`config.mk`:
```
export PLATFORM = sky130hd
export DESIGN_NAME = uart_tx_sched_flat
export DESIGN_NICKNAME = d
export VERILOG_FILES = /design/src/rtl/uart_pkg.sv /design/src/rtl/uart_tx_sched_if.sv /design/src/rtl/uart_tx_core.sv /design/src/rtl/uart_tx_sched.sv /design/src/flat_wrapper.sv
export SDC_FILE = /design/constraint.sdc
export NUM_CORES = 1
export LEC_CHECK = 0
export ABC_CLOCK_PERIOD_IN_PS = 5400
export CAP_MARGIN = 20
export CORE_MARGIN = 4
export CORE_UTILIZATION = 53
export CTS_CLUSTER_SIZE = 20
export DETAILED_ROUTE_END_ITERATION = 8
export MAX_ROUTING_LAYER = met4
export PLACE_DENSITY = 0.85
export SLEW_MARGIN = 40
export SYNTH_ARGS = -nofsm -noshare
export SYNTH_HDL_FRONTEND = slang
export SYNTH_SLANG_ARGS = --single-unit
```
`constraint.sdc`:
```
create_clock -name clk -period 5.4 [get_ports clk]
set_clock_uncertainty 0.05 [all_clocks]
set_input_delay 0.54 -clock clk [delete_from_list [all_inputs] [get_ports clk]]
set_output_delay 0.54 -clock clk [all_outputs]
set_load 0.05 [all_outputs]
```
`src/rtl/uart_pkg.sv`:
```
// Shared UART transmit definitions: default line settings, frame shape,
// transmitter state encoding and the clocks-per-bit helper.
package uart_pkg;

    localparam int CLK_FREQ_DEFAULT = 50_000_000;
    localparam int BAUD_DEFAULT     = 9600;

    localparam int DATA_BITS = 8;
    localparam int STOP_BITS = 1;

    typedef enum logic [1:0] {
        ST_IDLE  = 2'd0,
        ST_START = 2'd1,
        ST_DATA  = 2'd2,
        ST_STOP  = 2'd3
    } tx_state_t;

    // Clocks per serial bit, truncated by integer division.
    function automatic int bit_cycles(input int clk_freq, input int baud);
        return clk_freq / baud;
    endfunction

endpackage

```
`src/rtl/uart_tx_sched_if.sv`:
```
// Byte-source handshake and line-side status of the shared UART transmitter.
// master: the byte sources side; slave: the scheduler.
interface uart_tx_sched_if #(
    parameter int N_REQ = 4
);
    localparam int GW = $clog2(N_REQ);

    logic [N_REQ-1:0]   req_valid;
    logic [8*N_REQ-1:0] req_data;
    logic [N_REQ-1:0]   req_ready;
    logic [GW-1:0]      grant_id;
    logic               busy;
    logic               frame_done;
    logic               tx_uart;

    modport master (
        output req_valid, req_data,
        input  req_ready, grant_id, busy, frame_done, tx_uart
    );

    modport slave (
        input  req_valid, req_data,
        output req_ready, grant_id, busy, frame_done, tx_uart
    );

endinterface

```
`src/rtl/uart_tx_core.sv`:
```
// 8N1 serialiser: accepts a byte on start while idle, then drives start bit,
// eight data bits LSB first and the stop bit, each BIT_CYCLES clocks long.
// All outputs are registered so the serial line never glitches.
module uart_tx_core
    import uart_pkg::*;
#(
    parameter int BIT_CYCLES = 5208
) (
    input  logic                 clk,
    input  logic                 rst_n,
    input  logic                 start,
    input  logic [DATA_BITS-1:0] data,
    output logic                 tx,
    output logic                 busy,
    output logic                 done
);

    localparam int CW = (BIT_CYCLES > 1) ? $clog2(BIT_CYCLES) : 1;
    localparam int BW = $clog2(DATA_BITS);

    localparam logic [CW-1:0] BAUD_LAST = CW'(BIT_CYCLES - 1);
    localparam logic [CW-1:0] BAUD_PRE  = CW'(BIT_CYCLES - 2);
    localparam logic [BW-1:0] DATA_LAST = BW'(DATA_BITS - 1);
    localparam logic [BW-1:0] STOP_LAST = BW'(STOP_BITS - 1);

    tx_state_t            state;
    logic [CW-1:0]        baud_cnt;
    logic [BW-1:0]        bit_cnt;
    logic [DATA_BITS-1:0] shift_reg;

    // Frame sequencer: baud/bit counting, shifting and the registered line.
    always_ff @(posedge clk) begin
        if (!rst_n) begin
            state     <= ST_IDLE;
            baud_cnt  <= '0;
            bit_cnt   <= '0;
            shift_reg <= '0;
            tx        <= 1'b1;
            busy      <= 1'b0;
            done      <= 1'b0;
        end else begin
            done <= 1'b0;
            case (state)
                ST_IDLE: begin
                    baud_cnt <= '0;
                    bit_cnt  <= '0;
                    tx       <= 1'b1;
                    if (start) begin
                        shift_reg <= data;
                        tx        <= 1'b0;
                        busy      <= 1'b1;
                        state     <= ST_START;
                    end
                end
                ST_START: begin
                    if (baud_cnt == BAUD_LAST) begin
                        baud_cnt <= '0;
                        bit_cnt  <= '0;
                        tx       <= shift_reg[0];
                        state    <= ST_DATA;
                    end else begin
                        baud_cnt <= baud_cnt + 1'b1;
                    end
                end
                ST_DATA: begin
                    if (baud_cnt == BAUD_LAST) begin
                        baud_cnt  <= '0;
                        shift_reg <= shift_reg >> 1;
                        if (bit_cnt == DATA_LAST) begin
                            bit_cnt <= '0;
                            tx      <= 1'b1;
                            state   <= ST_STOP;
                        end else begin
                            bit_cnt <= bit_cnt + 1'b1;
                            tx      <= shift_reg[1];
                        end
                    end else begin
                        baud_cnt <= baud_cnt + 1'b1;
                    end
                end
                ST_STOP: begin
                    // done is registered, so raise it one clock early to land
                    // on the final clock of the last stop bit.
                    if (baud_cnt == BAUD_PRE && bit_cnt == STOP_LAST) begin
                        done <= 1'b1;
                    end
                    if (baud_cnt == BAUD_LAST) begin
                        baud_cnt <= '0;
                        if (bit_cnt == STOP_LAST) begin
                            bit_cnt <= '0;
                            busy    <= 1'b0;
                            state   <= ST_IDLE;
                        end else begin
                            bit_cnt <= bit_cnt + 1'b1;
                        end
                    end else begin
                        baud_cnt <= baud_cnt + 1'b1;
                    end
                end
                default: begin
                    state <= ST_IDLE;
                end
            endcase
        end
    end

endmodule

```
`src/rtl/uart_tx_sched.sv`:
```
// Round-robin scheduler sharing one 8N1 transmit line between N_REQ byte
// sources. Requests are only looked at while the serialiser is idle; the
// winner gets a one-cycle req_ready and its byte goes straight into the core.
module uart_tx_sched
    import uart_pkg::*;
#(
    parameter int CLK_FREQ = CLK_FREQ_DEFAULT,
    parameter int BAUD     = BAUD_DEFAULT,
    parameter int N_REQ    = 4
) (
    input  logic            clk,
    input  logic            rst_n,
    uart_tx_sched_if.slave  bus
);

    localparam int BIT_CYCLES = bit_cycles(CLK_FREQ, BAUD);
    localparam int GW         = $clog2(N_REQ);

    // After reset the pointer sits on the last source so source 0 wins first.
    localparam logic [GW-1:0] LAST_INIT = GW'(N_REQ - 1);

    logic [GW-1:0]        last_grant;
    logic [GW-1:0]        winner;
    logic [GW-1:0]        cand;
    logic                 found;
    logic                 accept;
    logic                 core_busy;
    logic [DATA_BITS-1:0] winner_data;

    // Search upward from the source after the last grant, wrapping around.
    always_comb begin
        winner = last_grant;
        found  = 1'b0;
        cand   = '0;
        for (int i = 1; i <= N_REQ; i++) begin
            cand = GW'((int'(last_grant) + i) % N_REQ);
            if (!found && bus.req_valid[cand]) begin
                winner = cand;
                found  = 1'b1;
            end
        end
    end

    // Accept only while idle and out of reset; ready is one-hot on the winner.
    always_comb begin
        accept        = rst_n && !core_busy && (|bus.req_valid);
        winner_data   = bus.req_data[{winner, 3'b000} +: DATA_BITS];
        bus.req_ready = accept ? (N_REQ'(1) << winner) : '0;
    end

    // Grant bookkeeping: reported grant and the round-robin pointer.
    always_ff @(posedge clk) begin
        if (!rst_n) begin
            last_grant   <= LAST_INIT;
            bus.grant_id <= '0;
        end else if (accept) begin
            last_grant   <= winner;
            bus.grant_id <= winner;
        end
    end

    assign bus.busy = core_busy;

    uart_tx_core #(
        .BIT_CYCLES(BIT_CYCLES)
    ) u_core (
        .clk   (clk),
        .rst_n (rst_n),
        .start (accept),
        .data  (winner_data),
        .tx    (bus.tx_uart),
        .busy  (core_busy),
        .done  (bus.frame_done)
    );

endmodule

```
`src/flat_wrapper.sv`:
```
// flat-port wrapper written by rule: the top's interface ports become plain ports
module uart_tx_sched_flat import uart_pkg::*;
#(
    parameter int CLK_FREQ = CLK_FREQ_DEFAULT,
    parameter int BAUD     = BAUD_DEFAULT,
    parameter int N_REQ    = 4
)
  (clk, rst_n, bus_req_valid, bus_req_data, bus_req_ready, bus_grant_id, bus_busy, bus_frame_done, bus_tx_uart);
  uart_tx_sched_if #(.N_REQ(N_REQ)) bus_i ();
  input  logic clk;
  input  logic rst_n;
  input wire logic [$bits(bus_i.req_valid)-1:0] bus_req_valid;
  input wire logic [$bits(bus_i.req_data)-1:0] bus_req_data;
  output wire logic [$bits(bus_i.req_ready)-1:0] bus_req_ready;
  output wire logic [$bits(bus_i.grant_id)-1:0] bus_grant_id;
  output wire logic [$bits(bus_i.busy)-1:0] bus_busy;
  output wire logic [$bits(bus_i.frame_done)-1:0] bus_frame_done;
  output wire logic [$bits(bus_i.tx_uart)-1:0] bus_tx_uart;
  assign bus_i.req_valid = bus_req_valid;
  assign bus_i.req_data = bus_req_data;
  assign bus_req_ready = bus_i.req_ready;
  assign bus_grant_id = bus_i.grant_id;
  assign bus_busy = bus_i.busy;
  assign bus_frame_done = bus_i.frame_done;
  assign bus_tx_uart = bus_i.tx_uart;
  uart_tx_sched #(.CLK_FREQ(CLK_FREQ), .BAUD(BAUD), .N_REQ(N_REQ)) u_core (.clk(clk), .rst_n(rst_n), .bus(bus_i));
endmodule
```
Yosys cells after proc, flatten, opt, wreduce, memory -nomap -nowiden
Cells that the tools add are included.
Widths: inputs -> output; s select.
{"block": "word_totals", "reg_bits": 33, "inputBits": 38, "output_inout_bits": 9, "word_cells": 100}
{"block": "op_classes", "add_sub_neg": 6, "order_cmp": 4, "n_eq_ne": 12, "n_shift": 2, "muxes": 44, "reduce_logical": 23}
{"operator": "$shiftx 32x6->8", "count": 1}
{"operator": "$eq 13x13->1 const B", "count": 2}
{"operator": "$pmux 13 s2", "count": 1}
{"operator": "$mux 2", "count": 10}
{"operator": "$mux 8", "count": 2}
{"operator": "$pmux 8 s2", "count": 1}
{"operator": "$mux 1", "count": 15}
{"operator": "$mux 3", "count": 5}
{"operator": "$add 13x1->13 const B", "count": 1}
{"operator": "$mux 13", "count": 1}
{"operator": "$lt 2x3->1 const B", "count": 4}
{"operator": "$pmux 3 s4", "count": 1}
{"operator": "$ne 2x2->1 const B", "count": 5}
{"operator": "$reduce_and 3->1", "count": 3}
{"operator": "$bmux 1 s2", "count": 4}
{"operator": "$pmux 2 s4", "count": 1}
{"operator": "$logic_and 1x1->1", "count": 6}
{"operator": "$reduce_and 6->1", "count": 1}
{"operator": "$add 2x1->2 const B", "count": 2}
{"operator": "$add 2x2->2 const B", "count": 2}
{"operator": "$eq 2x2->1 const B", "count": 2}
{"operator": "$logic_not 1->1", "count": 4}
{"operator": "$mux 4", "count": 1}
{"operator": "$reduce_and 4->1", "count": 1}
{"operator": "14 further kinds", "count": 15}

Longest topological paths before layout
Gate-level depths: netlist (run 1).
{"block": "depth", "ltp_word": 16, "ltp_mapped": 9, "ltp_nobuf": 8}

Modules after synthesis
Synthesis (run 1) repeated with hierarchy kept, for this count alone.
{"block": "unflattened", "hier_cells": 226, "hier_area_um2": 2097.0}
{"mod": "uart_tx_core", "instances": 1, "cells_per_inst": 182, "area_each_um2": 1621.6, "seq_area_each_um2": 580.6}
{"mod": "uart_tx_sched", "instances": 1, "cells_per_inst": 44, "area_each_um2": 475.5, "seq_area_each_um2": 80.1}

Worst setup path after synthesis (run 1)
No wires, ideal clock.
{"block": "synth_path", "kind": "input -> output", "start": "input port rst_n", "end": "output port bus_req_ready[2]", "arrival_time_ps": 2017, "t_required_ps": 4810, "path_slack_ps": 2793, "cell_stages": 5, "path_buffers": 1, "cell_sequence": "inv_2 -> or3_1 -> buf_4 -> or2_2 -> nor2_1"}
{"block": "synth_between", "elab_chain_len": 3}
{"element": "start, declared", "line": "flat_wrapper.sv:11", "rtl": "input logic rst_n;"}
{"element": "$logic_and 1x1->1 (2 in a row)", "line": "uart_tx_sched.sv:46", "rtl": "accept = rst_n && !core_busy && (|bus.req_valid);"}
{"element": "$mux 4", "line": "uart_tx_sched.sv:48", "rtl": "bus.req_ready = accept ? (N_REQ'(1) << winner) : '0;"}
{"element": "end, declared", "line": "flat_wrapper.sv:14", "rtl": "output wire logic [$bits(bus_i.req_ready)-1:0] bus_req_ready;"}
No other way between the ends.

Worst setup path in the final report (run 1)
Same ends and word-level chain as after synthesis.

==> metrics.csv, run 1 <==
stage,metric,value,unit
floorplanning,effective utilization at floorplan,56.3,%
critical_path,crit path capture type,output pin,
layout,share of cells above drive strength 1,4.71,%
timing,maximum clock frequency,256,MHz
routing,iteration-0 DRC count of the detailed router,84,
run,max-cap viol count,0,
clock_tree,H-tree level count,2,
critical_path,arrival time of data at the critical path endpoint,3.32,ns
timing,setup repair after global routing missed its margin,false,
place,buffers added on ports,46,
clock_tree,insertion delay to the later sink of the worst-skew pair,0.33,ns
synth,Post-synth top cells,"sky130_fd_sc_hd__dfxtp_1, sky130_fd_sc_hd__nor2_1, sky130_fd_sc_hd__nand2_1, sky130_fd_sc_hd__o21ai_0, sky130_fd_sc_hd__mux2i_1",
clock_tree,hold buffer count at cts,0,
synth,post-synth top area share,34.4,%
critical_path,Reg2Reg Depth,6,
critical_path,WS Path Type,primary input to output pin,
routing,remaining routing DRC violations,0,
critical_path,data required time of the critical path,4.81,ns
hold_path,type of the tightest min-delay check,flop to flop,
pwr,IR Drop Worst-Case VDD,0.267,mV
clock_tree,clk root buf,sky130_fd_sc_hd__clkbuf_4,
routing,routed wire length,4190,um
pwr,relative contribution of the clock network to total power,13.7,%
timing,number of pins exceeding their max-slew limit in the final report,0,
layout,number of flip-flops in the largest register,13,
floorplanning,full die area,4660,um2
hold_path,number of instances on the worst hold path,2,
global_route,global routing met1 resource utilization,26.8,%
hold_path,WHS Endpoint,u_core.u_core.shift_reg[7],
synth,count of flip-flops with a built-in enable after synthesis,0,
synth,number of instances in the synthesized netlist,230,
clock_tree,buffer depth of the longest clock path,2,
global_route,wire length of the first global-routing pass,6890,um
place,RePlAce Congestion,0.888,
timing,count of final setup violators,0,
timing,final period demand of the worst path,3.91,ns
pwr,switching power total,416,uW
global_route,overflow left after global routing,0,
synth,mean post-synth cell area,8.36,um2
layout,Ant. Diodes,0,
global_route,initial antenna violation count,0,
routing,number of vias per cell after detailed routing,5.28,
routing,vias after detailed routing,1701,
critical_path,end of the worst register-to-register path,u_core.u_core.state[1],
global_route,number of global-route vias before repair,1510,
routing,wire per inst,13.0,um
floorplanning,horizontal die dimension,68.2,um
synth,most frequently used flop master after synthesis,sky130_fd_sc_hd__dfxtp_1,
synth,synthesis-stage register bit count,33,
layout,net count reported at finish,324,
pwr,share of power burned in combinational logic,53.4,%
global_route,maximum number of pins on one net before global-route repair,22,
hold_path,start point of the worst min-delay path,u_core.u_core.shift_reg[7],
critical_path,startpoint of the worst register-to-register path,u_core.u_core.state[0],
timing,final-layout setup total negative slack,0,ns
critical_path,r2r setup slk,2.97,ns
routing,final antenna-violating net count,0,
clock_tree,CTS resizes,0,
pwr,Internal Pwr Total,578,uW
pwr,leakage power figure,0.000980,uW
synth,net count after synthesis,278,
clock_tree,clock tree from TritonCTS,yes,
timing,worst relative slew slack,49.4,%
pwr,ratio of total power to cell area,404,nW/um2
routing,First-pass DRT Iterations,4,
layout,Layout area overhead,28.0,%
global_route,met2 track demand over resource in global routing,29.7,%
synth,number of warnings issued by yosys,0,
run_status,result of the run,"finished, final reports clean",
floorplanning,placeable core region,3420,um2
layout,number of fill cells in the layout,263,
global_route,GRT Resource Usage Total,20.1,%
synth,cell taking the most area after synthesis,sky130_fd_sc_hd__dfxtp_1,
synth,Synth Cell Area,1920,um2
pwr,proportion of total power due to net switching,41.8,%
synth,dominant cell by count in the synthesized netlist,sky130_fd_sc_hd__dfxtp_1,
synth,async set-reset flop share out of synthesis,0,%
synth,distinct cell type count after synthesis,42,
timing,Final Hold Vio Count,0,
critical_path,maximum fanout along the worst path,16,
place,post-detailed-placement half-perimeter wirelength,3250,um
layout,final core utilization,72.1,%
critical_path,nature of the critical path startpoint,primary input,
global_route,highest-utilization routing layer at the global route stage,met2,
clock_tree,CTS sink count,33,
synth,part of the Yosys area used for sequential elements,34.4,%
floorplanning,Top Ports,47,
global_route,met3 Resource Use GR,6.40,%
floorplanning,height of the die,68.2,um
floorplanning,number of rows created at floorplan,21,
clock_tree,buffer count from post-CTS setup fixing,0,
clock_tree,clock-pin transition on the worst setup and hold timing paths,0.09,ns
clock_tree,TritonCTS buffer count,5,
pwr,sequential cell fraction of total power,32.9,%
timing,portion of the clock cycle consumed by the worst path in the final layout,72.4,%
synth,Synth area leaders,"sky130_fd_sc_hd__dfxtp_1, sky130_fd_sc_hd__mux2i_1, sky130_fd_sc_hd__ha_1, sky130_fd_sc_hd__nor2_1, sky130_fd_sc_hd__nand2_1",
timing,transition time at the pin with the least slew margin,0.753,ns
how the worst max path moves through the flow:
| stage | start | endpoint | slack, ns | depth (start not counted) |
|---|---|---|---|---|
| finish | rst_n | bus_req_ready[2] | 1.49 | 6 |
| global route | rst_n | bus_req_ready[3] | 1.32 | 6 |
| CTS | rst_n | bus_req_ready[2] | 1.48 | 6 |
| detailed placement | rst_n | bus_req_ready[2] | 1.48 | 6 |
| global placement | rst_n | bus_req_ready[2] | 1.52 | 6 |
| floorplan | rst_n | bus_req_ready[2] | 2.79 | 5 |
per-layer routing:
layer,share of wire (%),vias to the layer above
met3,8.3,6
met1,49,746
met5,0,-
li1,-,907
met4,0.91,0
met2,42,42
worst max-delay path, stage by stage:
cell and delay [ns]:
sky130_fd_sc_hd__clkdlybuf4s50_1 0.86, sky130_fd_sc_hd__inv_2 0.14, sky130_fd_sc_hd__or3_1 0.53, sky130_fd_sc_hd__or2_2 0.35, sky130_fd_sc_hd__nor2_1 0.09, sky130_fd_sc_hd__clkdlybuf4s50_1 0.80
power by group through the flow:
stage | clock, uW | combinational [uW] | sequential (uW)
CTS | 141 | 533 | 326
global route | 152 | 588 | 334
floorplan | 0 | 398 | 350
global placement | 0 | 523 | 331
finish | 136 | 531 | 327
detailed placement | 0 | 530 | 331
through the flow:
| stage | cells | total power, uW | hold WS [ns] | instance area (um2) | setup slack, ns |
|---|---|---|---|---|---|
| 6_report | 322 | 994 | 0.410 | 2460 | 1.49 |
| 5_1_grt | 322 | 1070 | 0.435 | 2460 | 1.32 |
| 4_1_cts | 322 | 1000 | 0.413 | 2460 | 1.48 |
| 3_5_place_dp | 315 | 862 | 0.401 | 2410 | 1.48 |
| 3_3_place_gp | 315 | 854 | 0.397 | 2410 | 1.52 |
| 2_1_floorplan | 230 | 748 | 0.387 | 1920 | 2.79 |
final cells by class:
| cell class | instances | area [um2] | share of cell area [%] |
|---|---|---|---|
| clock buffer | 7 | 55.1 | 2.24 |
| inverter | 7 | 26.3 | 1.07 |
| multi-input combinational | 182 | 1190 | 48.5 |
| sequential | 33 | 661 | 26.8 |
| tap | 46 | 57.6 | 2.34 |
| timing repair buffer | 47 | 468 | 19.0 |
kinds of logic after synthesis:
family                     synth area share, %
AOI/OAI and AO/OA                         15.8
xor gates and xnor gates                  4.10
adders and majority gates                 6.51
buffers and inverters                     3.84
DFF                                       34.4
muxes                                     8.33
and+or+nand+nor                           27.1
layout by cell type, fill, tap and decap left out, drive strengths merged, types with 2 or more instances in the layout:
master          n
a211oi          2
a21oi          10
and4            2
clkbuf          7
clkdlybuf4s50  46
dfxtp          33
ha             10
inv             7
mux2i          16
nand2          24
nand2b         11
nand3           7
nand3b          3
nand4           3
nor2           30
nor2b           3
nor3            3
nor3b           3
o211ai          2
o21a            2
o21ai          18
o311a           7
or2             3
or2b            3
or3             3
xnor2           2
xor2            7
Power figures use the tool's default switching activity.
==> run 2, diff against run 1 <==
Settings changed: ABC_CLOCK_PERIOD_IN_PS 5400 to 4000, CORE_UTILIZATION 53 to 49, PLACE_DENSITY 0.85 to 0.79.
Clock period 5.4 ns to 4 ns, I/O delays scaled along.
==> run 2 against run 1 <==
Cell count increased by 1.2%. Worst hold slack worse by 0.0014 ns. Largest cell class unchanged. Routed wire length increased by 1.9%. Clock power rose by 140%. Combinational power up 36%. Setup slack worse by 0.72 ns. Sequential share of layout area is 0.81 points lower. First-iteration DRC count up 32%. Clock-buffer cell count is the same. Sequential power up 35%. Largest power group unchanged. Global-route usage decreased by 2.3 points. Cell area is 3.1% higher.
==> metrics.csv, run 2 (synthesis gave the netlist of run 1 again) <==
stage,metric,value,unit,change
pwr,IR Drop Worst-Case VDD,0.403,mV,+51%
pwr,switching power total,581,uW,+40%
routing,iteration-0 DRC count of the detailed router,111,,+32%
timing,setup repair after global routing missed its margin,false,,
global_route,overflow left after global routing,0,,unchanged
timing,number of pins exceeding their max-slew limit in the final report,0,,unchanged
floorplanning,Top Ports,47,,unchanged
pwr,relative contribution of the clock network to total power,21.6,%,+7.9 points
timing,count of final setup violators,0,,unchanged
pwr,leakage power figure,0.00101,uW,+3.5%
clock_tree,H-tree level count,2,,unchanged
layout,multi-input combinational cell area,1200,um2,+0.42%
critical_path,arrival time of data at the critical path endpoint,2.78,ns,-0.54 ns
global_route,number of global-route vias before repair,1585,,+5.0%
global_route,GRT Resource Usage Total,17.8,%,-2.3 points
critical_path,data required time of the critical path,3.55,ns,-1.26 ns
layout,number of flip-flops in the largest register,13,,unchanged
pwr,Internal Pwr Total,905,uW,+56%
critical_path,nature of the critical path startpoint,primary input,,
run_status,result of the run,"finished, final reports clean",,
floorplanning,number of rows created at floorplan,22,,+4.8%
routing,First-pass DRT Iterations,4,,unchanged
global_route,initial antenna violation count,0,,unchanged
layout,Layout area overhead,31.9,%,
clock_tree,buffer depth of the longest clock path,2,,unchanged
global_route,met3 Resource Use GR,5.11,%,-1.3 points
timing,final period demand of the worst path,3.23,ns,
floorplanning,full die area,4990,um2,+7.2%
floorplanning,placeable core region,3720,um2,+8.8%
pwr,sequential cell fraction of total power,29.7,%,-3.2 points
floorplanning,horizontal die dimension,70.6,um,+3.5%
clock_tree,clock tree from TritonCTS,yes,,
critical_path,WS Path Type,primary input to output pin,,
clock_tree,clk root buf,sky130_fd_sc_hd__clkbuf_8,,
timing,maximum clock frequency,310,MHz,
clock_tree,hold buffer count at cts,0,,unchanged
floorplanning,effective utilization at floorplan,51.8,%,-4.5 points
routing,routed wire length,4270,um,+1.9%
timing,final-layout setup total negative slack,0,ns,unchanged
pwr,ratio of total power to cell area,586,nW/um2,+45%
layout,share of cells above drive strength 1,5.76,%,+1.0 points
clock_tree,insertion delay to the later sink of the worst-skew pair,0.28,ns,-0.05 ns
layout,"Design Area, Final",2540,um2,+3.1%
global_route,highest-utilization routing layer at the global route stage,met2,,
routing,remaining routing DRC violations,0,,unchanged
global_route,global routing met1 resource utilization,21.5,%,-5.3 points
routing,wire per inst,13.1,um,+0.68%
clock_tree,TritonCTS buffer count,5,,unchanged
global_route,met2 track demand over resource in global routing,29.2,%,-0.51 points
global_route,wire length of the first global-routing pass,7070,um,+2.7%
timing,worst relative slew slack,52.6,%,+3.2 points
routing,final antenna-violating net count,0,,unchanged
layout,Ant. Diodes,0,,unchanged
timing,transition time at the pin with the least slew margin,0.712,ns,-0.0409 ns
place,RePlAce Congestion,0.845,,-4.9%
clock_tree,CTS resizes,0,,unchanged
clock_tree,clock-pin transition on the worst setup and hold timing paths,0.07,ns,-0.02 ns
run,max-cap viol count,0,,unchanged
critical_path,maximum fanout along the worst path,10,,-6
timing,portion of the clock cycle consumed by the worst path in the final layout,80.6,%,
layout,"leading cell type in the layout, fill and taps excluded",sky130_fd_sc_hd__clkdlybuf4s50_1,,
timing,Final Hold Vio Count,0,,unchanged
global_route,maximum number of pins on one net before global-route repair,21,,-4.5%
routing,number of vias per cell after detailed routing,5.26,,-0.47%
layout,net count reported at finish,325,,+0.31%
clock_tree,CTS sink count,33,,unchanged
place,post-detailed-placement half-perimeter wirelength,3140,um,-3.2%
floorplanning,height of the die,70.6,um,+3.5%
layout,Register Area,661,um2,unchanged
layout,number of fill cells in the layout,315,,+20%
routing,vias after detailed routing,1714,,+0.76%
clock_tree,buffer count from post-CTS setup fixing,0,,unchanged
hold_path,type of the tightest min-delay check,flop to flop,,
critical_path,crit path capture type,output pin,,
layout,"commonest cells after routing, fill and taps aside","sky130_fd_sc_hd__clkdlybuf4s50_1, sky130_fd_sc_hd__dfxtp_1, sky130_fd_sc_hd__nor2_1",,
place,buffers added on ports,46,,unchanged
place,placed cell areas,2420,um2,+0.42%
pwr,share of power burned in combinational logic,48.7,%,-4.7 points
pwr,proportion of total power due to net switching,39.1,%,-2.7 points
run 2: stage by stage:
step	total power [uW]	cells	utilization [%]	hold WS [ns]	worst slack, ns
after floorplan	1010	230	-	0.387	1.56
after global placement	1150	318	65.0	0.395	0.832
after detailed placement	1160	318	65.0	0.401	0.789
after CTS	1490	326	68.1	0.411	0.776
after global routing	1590	326	68.3	0.446	0.660
final	1490	326	68.3	0.408	0.775
run 2: critical path, stage by stage:
cell and delay [ns]:
sky130_fd_sc_hd__clkdlybuf4s50_1 0.55, sky130_fd_sc_hd__nor4_1 0.08, sky130_fd_sc_hd__or3_1 0.47, sky130_fd_sc_hd__or2_2 0.38
sky130_fd_sc_hd__nor2_1 0.10, sky130_fd_sc_hd__clkdlybuf4s50_1 0.80
run 2: worst paths after layout:
| path | from | endpoint | cells after the start | slack, ns |
|---|---|---|---|---|
| worst min-delay path | u_core.u_core.shift_reg[7] | u_core.u_core.shift_reg[7] | 2 | 0.41 |
| worst max-delay path | bus_req_valid[1] | bus_req_ready[2] | 6 | 0.77 |
| worst max register to register | u_core.u_core.state[0] | u_core.u_core.state[1] | 6 | 1.78 |
| worst min register to register | u_core.u_core.shift_reg[7] | u_core.u_core.shift_reg[7] | 2 | 0.41 |
run 2: cell type report:
| cell class | instances | area share, % |
|---|---|---|
| multi-input combinational | 182 | 47.2 |
| sequential | 33 | 26.0 |
| timing repair buffer | 48 | 18.7 |
| clock buffer | 7 | 3.40 |
| tap | 48 | 2.37 |
| clock inverter | 1 | 1.18 |
| inverter | 7 | 1.04 |
run 2: metal layers:
metal	share of wire, %	wire, um	vias up
met5	0	0	-
met4	0.75	32	0
met3	4.3	185	4
met2	48	2030	37
met1	47	2020	772
li1	-	-	901
run 2: power groups by stage:
stage / Combinational (uW) / Clock, uW / Sequential, uW
6_report: 724 / 321 / 441
5_1_grt: 803 / 341 / 449
4_1_cts: 726 / 326 / 441
3_5_place_dp: 717 / 0 / 446
3_3_place_gp: 708 / 0 / 446
2_1_floorplan: 537 / 0 / 473
